**src/rtl/serial_adder_arbiter.sv**
```systemverilog
// Two-requester front end for one shared bit-serial adder.
// Round-robin arbitration picks a requester. The winner's operands are then
// added LSB-first through two half adders and a carry flip-flop, one bit per
// clock. The registered result comes back with a done pulse and the requester ID.
module serial_adder_arbiter #(
    parameter int WIDTH = 8
) (
    input  logic             clk,
    input  logic             rst_n,
    input  logic             req0,
    input  logic [WIDTH-1:0] a0,
    input  logic [WIDTH-1:0] b0,
    input  logic             req1,
    input  logic [WIDTH-1:0] a1,
    input  logic [WIDTH-1:0] b1,
    output logic             gnt0,
    output logic             gnt1,
    output logic             busy,
    output logic             done,
    output logic             done_id,
    output logic [WIDTH-1:0] sum,
    output logic             cout
);

    localparam int CW = (WIDTH > 1) ? $clog2(WIDTH) : 1;
    localparam logic [CW-1:0] LAST_BIT = CW'(WIDTH - 1);

    typedef enum logic [1:0] {
        IDLE = 2'd0,
        LOAD = 2'd1,
        ADD  = 2'd2,
        DONE = 2'd3
    } state_t;

    state_t           state;
    state_t           state_next;
    logic             owner;
    logic             owner_next;
    logic             last;
    logic [CW-1:0]    cnt;
    logic [WIDTH-1:0] a_sh;
    logic [WIDTH-1:0] b_sh;
    logic [WIDTH-1:0] res_sh;
    logic [WIDTH-1:0] res_next;
    logic             carry;
    logic             p;
    logic             g;
    logic             s;
    logic             t;
    logic             carry_next;
    logic             last_bit;

    assign last_bit = (cnt == LAST_BIT);

    // Next-state logic. Arbitration happens only in IDLE, and a tie goes to the requester not served last.
    always_comb begin
        state_next = state;
        owner_next = owner;
        case (state)
            IDLE: begin
                if (req0 && req1) begin
                    owner_next = ~last;
                    state_next = LOAD;
                end else if (req0) begin
                    owner_next = 1'b0;
                    state_next = LOAD;
                end else if (req1) begin
                    owner_next = 1'b1;
                    state_next = LOAD;
                end
            end
            LOAD:    state_next = ADD;
            ADD:     if (last_bit) state_next = DONE;
            DONE:    state_next = IDLE;
            default: state_next = IDLE;
        endcase
    end

    // One bit slice of the serial adder: two half adders feeding the carry flop.
    always_comb begin
        p          = a_sh[0] ^ b_sh[0];
        g          = a_sh[0] & b_sh[0];
        s          = p ^ carry;
        t          = p & carry;
        carry_next = g | t;
        res_next   = (res_sh >> 1) | (WIDTH'(s) << (WIDTH - 1));
    end

    // State register. It also holds the requester currently being served.
    always_ff @(posedge clk) begin
        if (!rst_n) begin
            state <= IDLE;
            owner <= 1'b0;
        end else begin
            state <= state_next;
            owner <= owner_next;
        end
    end

    // Registered handshake outputs, derived from the upcoming state so that each one lines up with its own cycle.
    always_ff @(posedge clk) begin
        if (!rst_n) begin
            gnt0 <= 1'b0;
            gnt1 <= 1'b0;
            busy <= 1'b0;
            done <= 1'b0;
        end else begin
            gnt0 <= (state == IDLE) && (state_next == LOAD) && !owner_next;
            gnt1 <= (state == IDLE) && (state_next == LOAD) && owner_next;
            busy <= (state_next != IDLE);
            done <= (state == ADD) && last_bit;
        end
    end

    // Serial datapath: load the operands, shift them out one bit per cycle, and publish the result after the last bit.
    always_ff @(posedge clk) begin
        if (!rst_n) begin
            a_sh    <= '0;
            b_sh    <= '0;
            res_sh  <= '0;
            carry   <= 1'b0;
            cnt     <= '0;
            last    <= 1'b1;
            sum     <= '0;
            cout    <= 1'b0;
            done_id <= 1'b0;
        end else begin
            case (state)
                LOAD: begin
                    a_sh  <= owner ? a1 : a0;
                    b_sh  <= owner ? b1 : b0;
                    carry <= 1'b0;
                    cnt   <= '0;
                    last  <= owner;
                end
                ADD: begin
                    a_sh   <= a_sh >> 1;
                    b_sh   <= b_sh >> 1;
                    res_sh <= res_next;
                    carry  <= carry_next;
                    cnt    <= cnt + CW'(1);
                    if (last_bit) begin
                        sum     <= res_next;
                        cout    <= carry_next;
                        done_id <= owner;
                    end
                end
                default: begin
                end
            endcase
        end
    end

endmodule

```
**config.mk**
```make
export PLATFORM = sky130hd
export DESIGN_NAME = serial_adder_arbiter
export DESIGN_NICKNAME = d
export VERILOG_FILES = /design/src/rtl/serial_adder_arbiter.sv
export SDC_FILE = /design/constraint.sdc
export NUM_CORES = 1
export LEC_CHECK = 0
export CAP_MARGIN = 20
export CORE_ASPECT_RATIO = 1.5
export CORE_MARGIN = 5
export CORE_UTILIZATION = 43
export CTS_BUF_LIST = sky130_fd_sc_hd__clkbuf_16
export DETAILED_ROUTE_END_ITERATION = 8
export PLACE_DENSITY = 0.78
export SYNTH_ARGS = -nofsm -noshare
export SYNTH_HDL_FRONTEND = slang
export SYNTH_SLANG_ARGS = --single-unit
export TNS_END_PERCENT = 100
```
**constraint.sdc**
```tcl
create_clock -name clk -period 2.8 [get_ports clk]
set_input_delay 0.56 -clock clk [delete_from_list [all_inputs] [get_ports clk]]
set_output_delay 0.56 -clock clk [all_outputs]
set_load 0.03 [all_outputs]
```
# Word-level counts from Yosys, hierarchy flattened
# Cells that the tools add are included.
dict set report op_classes {
  add_sub_neg 1
  eq_ne 5
  muxes 15
  n_bitwise 7
  reduce_logical 10
}
# operator n
set ops {}
lappend ops {{8-bit one-hot mux with 2 select lines} 2}
lappend ops {{8-bit 2-to-1 mux} 2}
lappend ops {{2-bit 2-to-1 mux} 4}
lappend ops {{7-bit by 8-bit bitwise OR with 8-bit output} 1}
lappend ops {{2-bit one-hot mux with 4 select lines} 1}
lappend ops {{3-bit one-hot mux with 2 select lines} 1}
lappend ops {{1-bit logical AND} 5}
lappend ops {{2-bit by 1-bit == test with 1-bit output (second input constant)} 2}
lappend ops {{2-bit == test (second input constant)} 2}
lappend ops {{1-bit 2-to-1 mux} 4}
lappend ops {{2-bit nonzero test} 2}
lappend ops {{3-bit by 1-bit adder with 3-bit output (second input constant)} 1}
lappend ops {{3-bit == test (second input constant)} 1}
lappend ops {{1-bit AND} 2}
lappend ops {{2-bit zero test} 1}
lappend ops {{1-bit one-hot mux with 2 select lines} 1}
lappend ops {{2-bit AND reduction} 1}
lappend ops {{1-bit bitwise XOR} 2}
lappend ops {{1-bit zero test} 1}
lappend ops {{1-bit inverter} 1}
lappend ops {{1-bit bitwise OR} 1}
dict set report word_totals {
  ff_bits 46
  inputBits 36
  out_inout_bits 14
  wordCells 53
}

# Longest topological paths before layout
dict set report depth {
  ltp_word 7
  depth_mapped 6
  ltp_nobuf 5
}

# Worst setup path after synthesis
# No wires, ideal clock.
dict set report synth_path {
  path_type {reg2reg}
  from {register cnt[0]}
  to {register busy}
  setup_ps 120
  arrival_time_ps 1476
  t_required_ps 2680
  setup_slack_ps 1204
  stages_incl_launch_ff 6
  path_buffers 0
  synth_period_minus_slack_ps 1596
  cell_sequence {dfxtp_1 -> ha_1 -> ha_1 -> or3_2 -> and3_4 -> or2_1}
}
dict set report synth_via {
  elab_chain_len 4
}
# element line_no
set synth_rtl {}
lappend synth_rtl {{start: declaration} 40} ;# logic [CW-1:0] cnt;
lappend synth_rtl {{start signal: assignment} 141} ;# cnt <= cnt + CW'(1);
lappend synth_rtl {{3-bit == test} 53} ;# assign last_bit = (cnt == LAST_BIT);
lappend synth_rtl {{2-bit 2-to-1 mux} 73} ;# ADD: if (last_bit) state_next = DONE;
lappend synth_rtl {{2-bit one-hot mux with 4 select lines} 59} ;# case (state)
lappend synth_rtl {{2-bit nonzero test} 110} ;# busy <= (state_next != IDLE);
lappend synth_rtl {{end signal: assignment} 110}
lappend synth_rtl {{end: declaration} 18} ;# output logic busy,
# Every way passes these cells.
# A chain may end at the register's enable or synchronous reset.

# Worst setup path after layout
dict set report layout_path {
  from {register state[0]}
  to {register cout}
}
dict set report layout_via {
  elab_chain_len 2
}
# element line_no
set layout_rtl {}
lappend layout_rtl {{start: declaration} 35} ;# state_t state;
lappend layout_rtl {{start signal: assignment} 95} ;# state <= state_next;
lappend layout_rtl {{2-bit == test} 128} ;# case (state)
lappend layout_rtl {{2-bit AND reduction (no line)} --}
lappend layout_rtl {{end signal: assignment} 144} ;# cout <= carry_next;
lappend layout_rtl {{end: declaration} 22} ;# output logic cout
# Every way passes these cells.

==> run_results.csv <==
group,metric,value,unit
run_status,status,"finished, final reports clean",
worst_setup_path,slowest_delay,0.68,ns
clock_network,cts_tree,"built",
logic_synthesis,async_reset_ff_share,0,%
logic_synthesis,post-synth-top-area-fraction,43.8,%
routing,dr.pass1.iters,4,
cells_and_area,nets,314,
die,initial_utilization,44.9,%
worst_setup_path,path_delay_family,"adder cells",
sta,hold_violations,0,
cells_and_area,syn2layout_area_growth,33.8,%
worst_setup_path,critical_path_class,"flop to flop",
routing,viasPerCell,5.07,
die,fp.dieArea,0.00630,sq mm
logic_synthesis,ys_top_cells_by_count,"dfxtp_1 (45), nand2_1 (24), o21ai_1 (22), nor2b_1 (21), nand3b_1 (15)",
worst_setup_path,critPathMaxFanout,19,
logic_synthesis,synth_edf_count,0,
logic_synthesis,synth_ff_type,"dfxtp_1",
logic_synthesis,synth_area_leader_cell,"dfxtp_1",
worst_setup_path,slowest_stage,"ha_1",
clock_network,clock_latency,0.28,ns
logic_synthesis,synth_nets,269,
placement,hpwl,2.92,mm
sta,period_share,71.8,%
logic_synthesis,synth_cells,226,
die,die_x,66.5,microns
clock_network,cts_root_buf,"clkbuf_16",
logic_synthesis,synth_xor_area_share,0,%
clock_network,clock_sinks,45,
sta,tightestPinTransition,0.786,ns
routing,drc_errors,0,
routing,drtIter0Drc,81,
hold_path,hold_class,"flop to flop",
logic_synthesis,synthSimpleGateAreaFrac,22.7,%
logic_synthesis,yosys-top-cells-area,"dfxtp_1 (44%), nor2b_1 (6.4%), nand3b_1 (5.5%)",
power,total_power,2.31,mW
routing,postRouteAntennaNets,0,
global_routing,grt_antenna_before_repair,0,
routing,wl_per_cell,12.2,microns
logic_synthesis,ys_seq_area_share,43.8,%
worst_setup_path,critPathLaunchType,"flop",
die,die_y,94.7,microns
sta,fin_tns_setup,0,ns
worst_setup_path,critPathCaptureType,"flop",
worst_setup_path,critPathRequiredTime,2.97,ns
sta,fmax,497,MHz
flow_run,drv_cap,0,
sta,whs,0.450,ns
cells_and_area,layout-drive-gt1-share,6.25,%
die,design.core.area,0.00458,sq mm
logic_synthesis,synth_compound_area_share,19.6,%
die,boundaryPins,50,
worst_setup_path,worstPathCellList,"inv_1 -> ha_1 -> and2_1 -> nand2_1 -> o211a_1",
logic_synthesis,synthMuxAreaShare,4.38,%
global_routing,grt_max_degree,40,
sta,rsz0062_at_grt,"no",
placement,place_congestion,0.774,
logic_synthesis,yosys_warnings,0,
cells_and_area,n_fill_cell,435,
routing,dr_total_vias,1702,
logic_synthesis,syn_area,0.00206,sq mm
clock_network,cts_buffer_depth,2,
logic_synthesis,yosysUniqueCellTypes,33,
routing,finalWirelength,4.08,mm
cells_and_area,diodes,0,
clock_network,cts_buffers,5,
logic_synthesis,synth_top_family_by_area,"simple AND/OR/NAND/NOR gates",
global_routing,grt_pass1_vias,1624,
die,row_count,30,
clock_network,postCtsSetupBuffers,0,
worst_setup_path,cp_data_arrival_time,2.19,ns
sta,max-slew-margin-rel,47.6,%
global_routing,grt_pass1_wl,6.76,mm
clock_network,h-tree-depth,2,
power,ir_worst_vdd,0.450,mV
clock_network,ctsResizeCount,0,
global_routing,grt_use_total,14.0,%
power,power-per-cell-area,837,mW/mm^2
sta,clock-skew-final,0.00501,ns
clock_network,clk_pin_slew_worst_paths,0.06,ns
logic_synthesis,synth_seq_cells,45,
placement,io_buffers,49,
sta,layout_min_cycle_time,2.01,ns
logic_synthesis,synth_area_per_cell,9.11,sq um
power,p_leak,0.985,nW
global_routing,gr-total-overflow,0,
sta,setup_viol,0,
clock_network,ctsHoldBuffers,0,
sta,slew_viol_final,0,
logic_synthesis,synth.most_common_cell,"dfxtp_1",
worst_setup_path,cp_num_buf_inv,1,
logic_synthesis,synthAdderAreaFrac,4.62,%
-- cells in the final DEF, fill, tap and decap left out, types with 2 or more instances in the layout --
cell | netlist | routed
a211oi_1 | 14 | 14
a21boi_0 | 2 | 2
a21boi_1 | 9 | 9
and2_1 | 5 | 5
buf_4 | 0 | 4
clkbuf_16 | 0 | 5
clkdlybuf4s50_1 | 0 | 49
dfxtp_1 | 45 | 45
ha_1 | 6 | 6
inv_1 | 7 | 7
mux2i_1 | 9 | 9
nand2_1 | 24 | 24
nand2b_1 | 4 | 4
nand3_1 | 2 | 2
nand3b_1 | 15 | 15
nor2_1 | 2 | 2
nor2b_1 | 21 | 21
o211a_1 | 3 | 3
o21ai_0 | 6 | 6
o21ai_1 | 22 | 22
o22ai_1 | 3 | 3
-- worst min-delay path: stages (launching register included) --
cell      delay [ns]
dfxtp_1         0.31
nand2_1         0.05
a21boi_1        0.05
-- logic make-up after synthesis --
kind of cell | count (synthesis)
AND/OR/NAND/NOR | 80
AO/OA/AOI/OAI | 62
flip-flops | 45
buffers and inverters | 23
multiplexers | 9
adder cells (fa/ha/maj) | 7
-- final timing paths --
check                 startpoint                  end  slack, ns  depth (start not counted)
min reg2reg  sum[2]$_SDFFE_PN0P_  sum[2]$_SDFFE_PN0P_       0.45                          2
max          state[0]$_SDFF_PN0_    cout$_SDFFE_PN0P_       0.79                          5
max reg2reg  state[0]$_SDFF_PN0_    cout$_SDFFE_PN0P_       0.79                          5
min          sum[2]$_SDFFE_PN0P_  sum[2]$_SDFFE_PN0P_       0.45                          2
-- registers in the layout, indices dropped and copies added (netlist names) --
name     count
owner        1
gnt0         1
carry        1
done         1
state        2
cout         1
a_sh         8
res_sh       7
gnt1         1
done_id      1
busy         1
sum          8
cnt          3
last         1
b_sh         8
-- layout make-up --
cell class	count	area, sq um	area share, %
Sequential cell	45	901	32.7
Inverter	8	30.0	1.09
Multi-Input combinational cell	158	1060	38.3
Tap cell	64	80.1	2.91
Clock inverter	3	41.3	1.50
Clock buffer	5	125	4.54
Timing Repair Buffer	53	520	18.9
-- power breakdown --
| part | switching (mW) | internal [mW] | leakage [nW] |
|---|---|---|---|
| Clock | 0.232 | 0.417 | 0.0775 |
| Sequential | 0.0691 | 0.749 | 0.366 |
| Combinational | 0.443 | 0.396 | 0.542 |
-- per-stage QoR --
step | utilization (%) | area [sq um] | worst slack, ns | cells
floorplan | - | 2060 | 1.20 | 226
global placement | 56.5 | 2590 | 0.787 | 328
detailed placement | 56.5 | 2590 | 0.773 | 328
CTS | 60.1 | 2750 | 0.791 | 336
global route | 60.1 | 2750 | 0.627 | 336
finish | 60.1 | 2750 | 0.788 | 336
-- layer usage --
metal  part of all wire, %  vias to the layer above  GRT usage, %
met5                     0                        -             0
met4                   2.4                        0          7.12
met3                   6.0                       10          4.52
met2                    50                       44          24.5
met1                    41                      776          14.5
li1                      -                      872             -
Power figures use the tool's default switching activity.
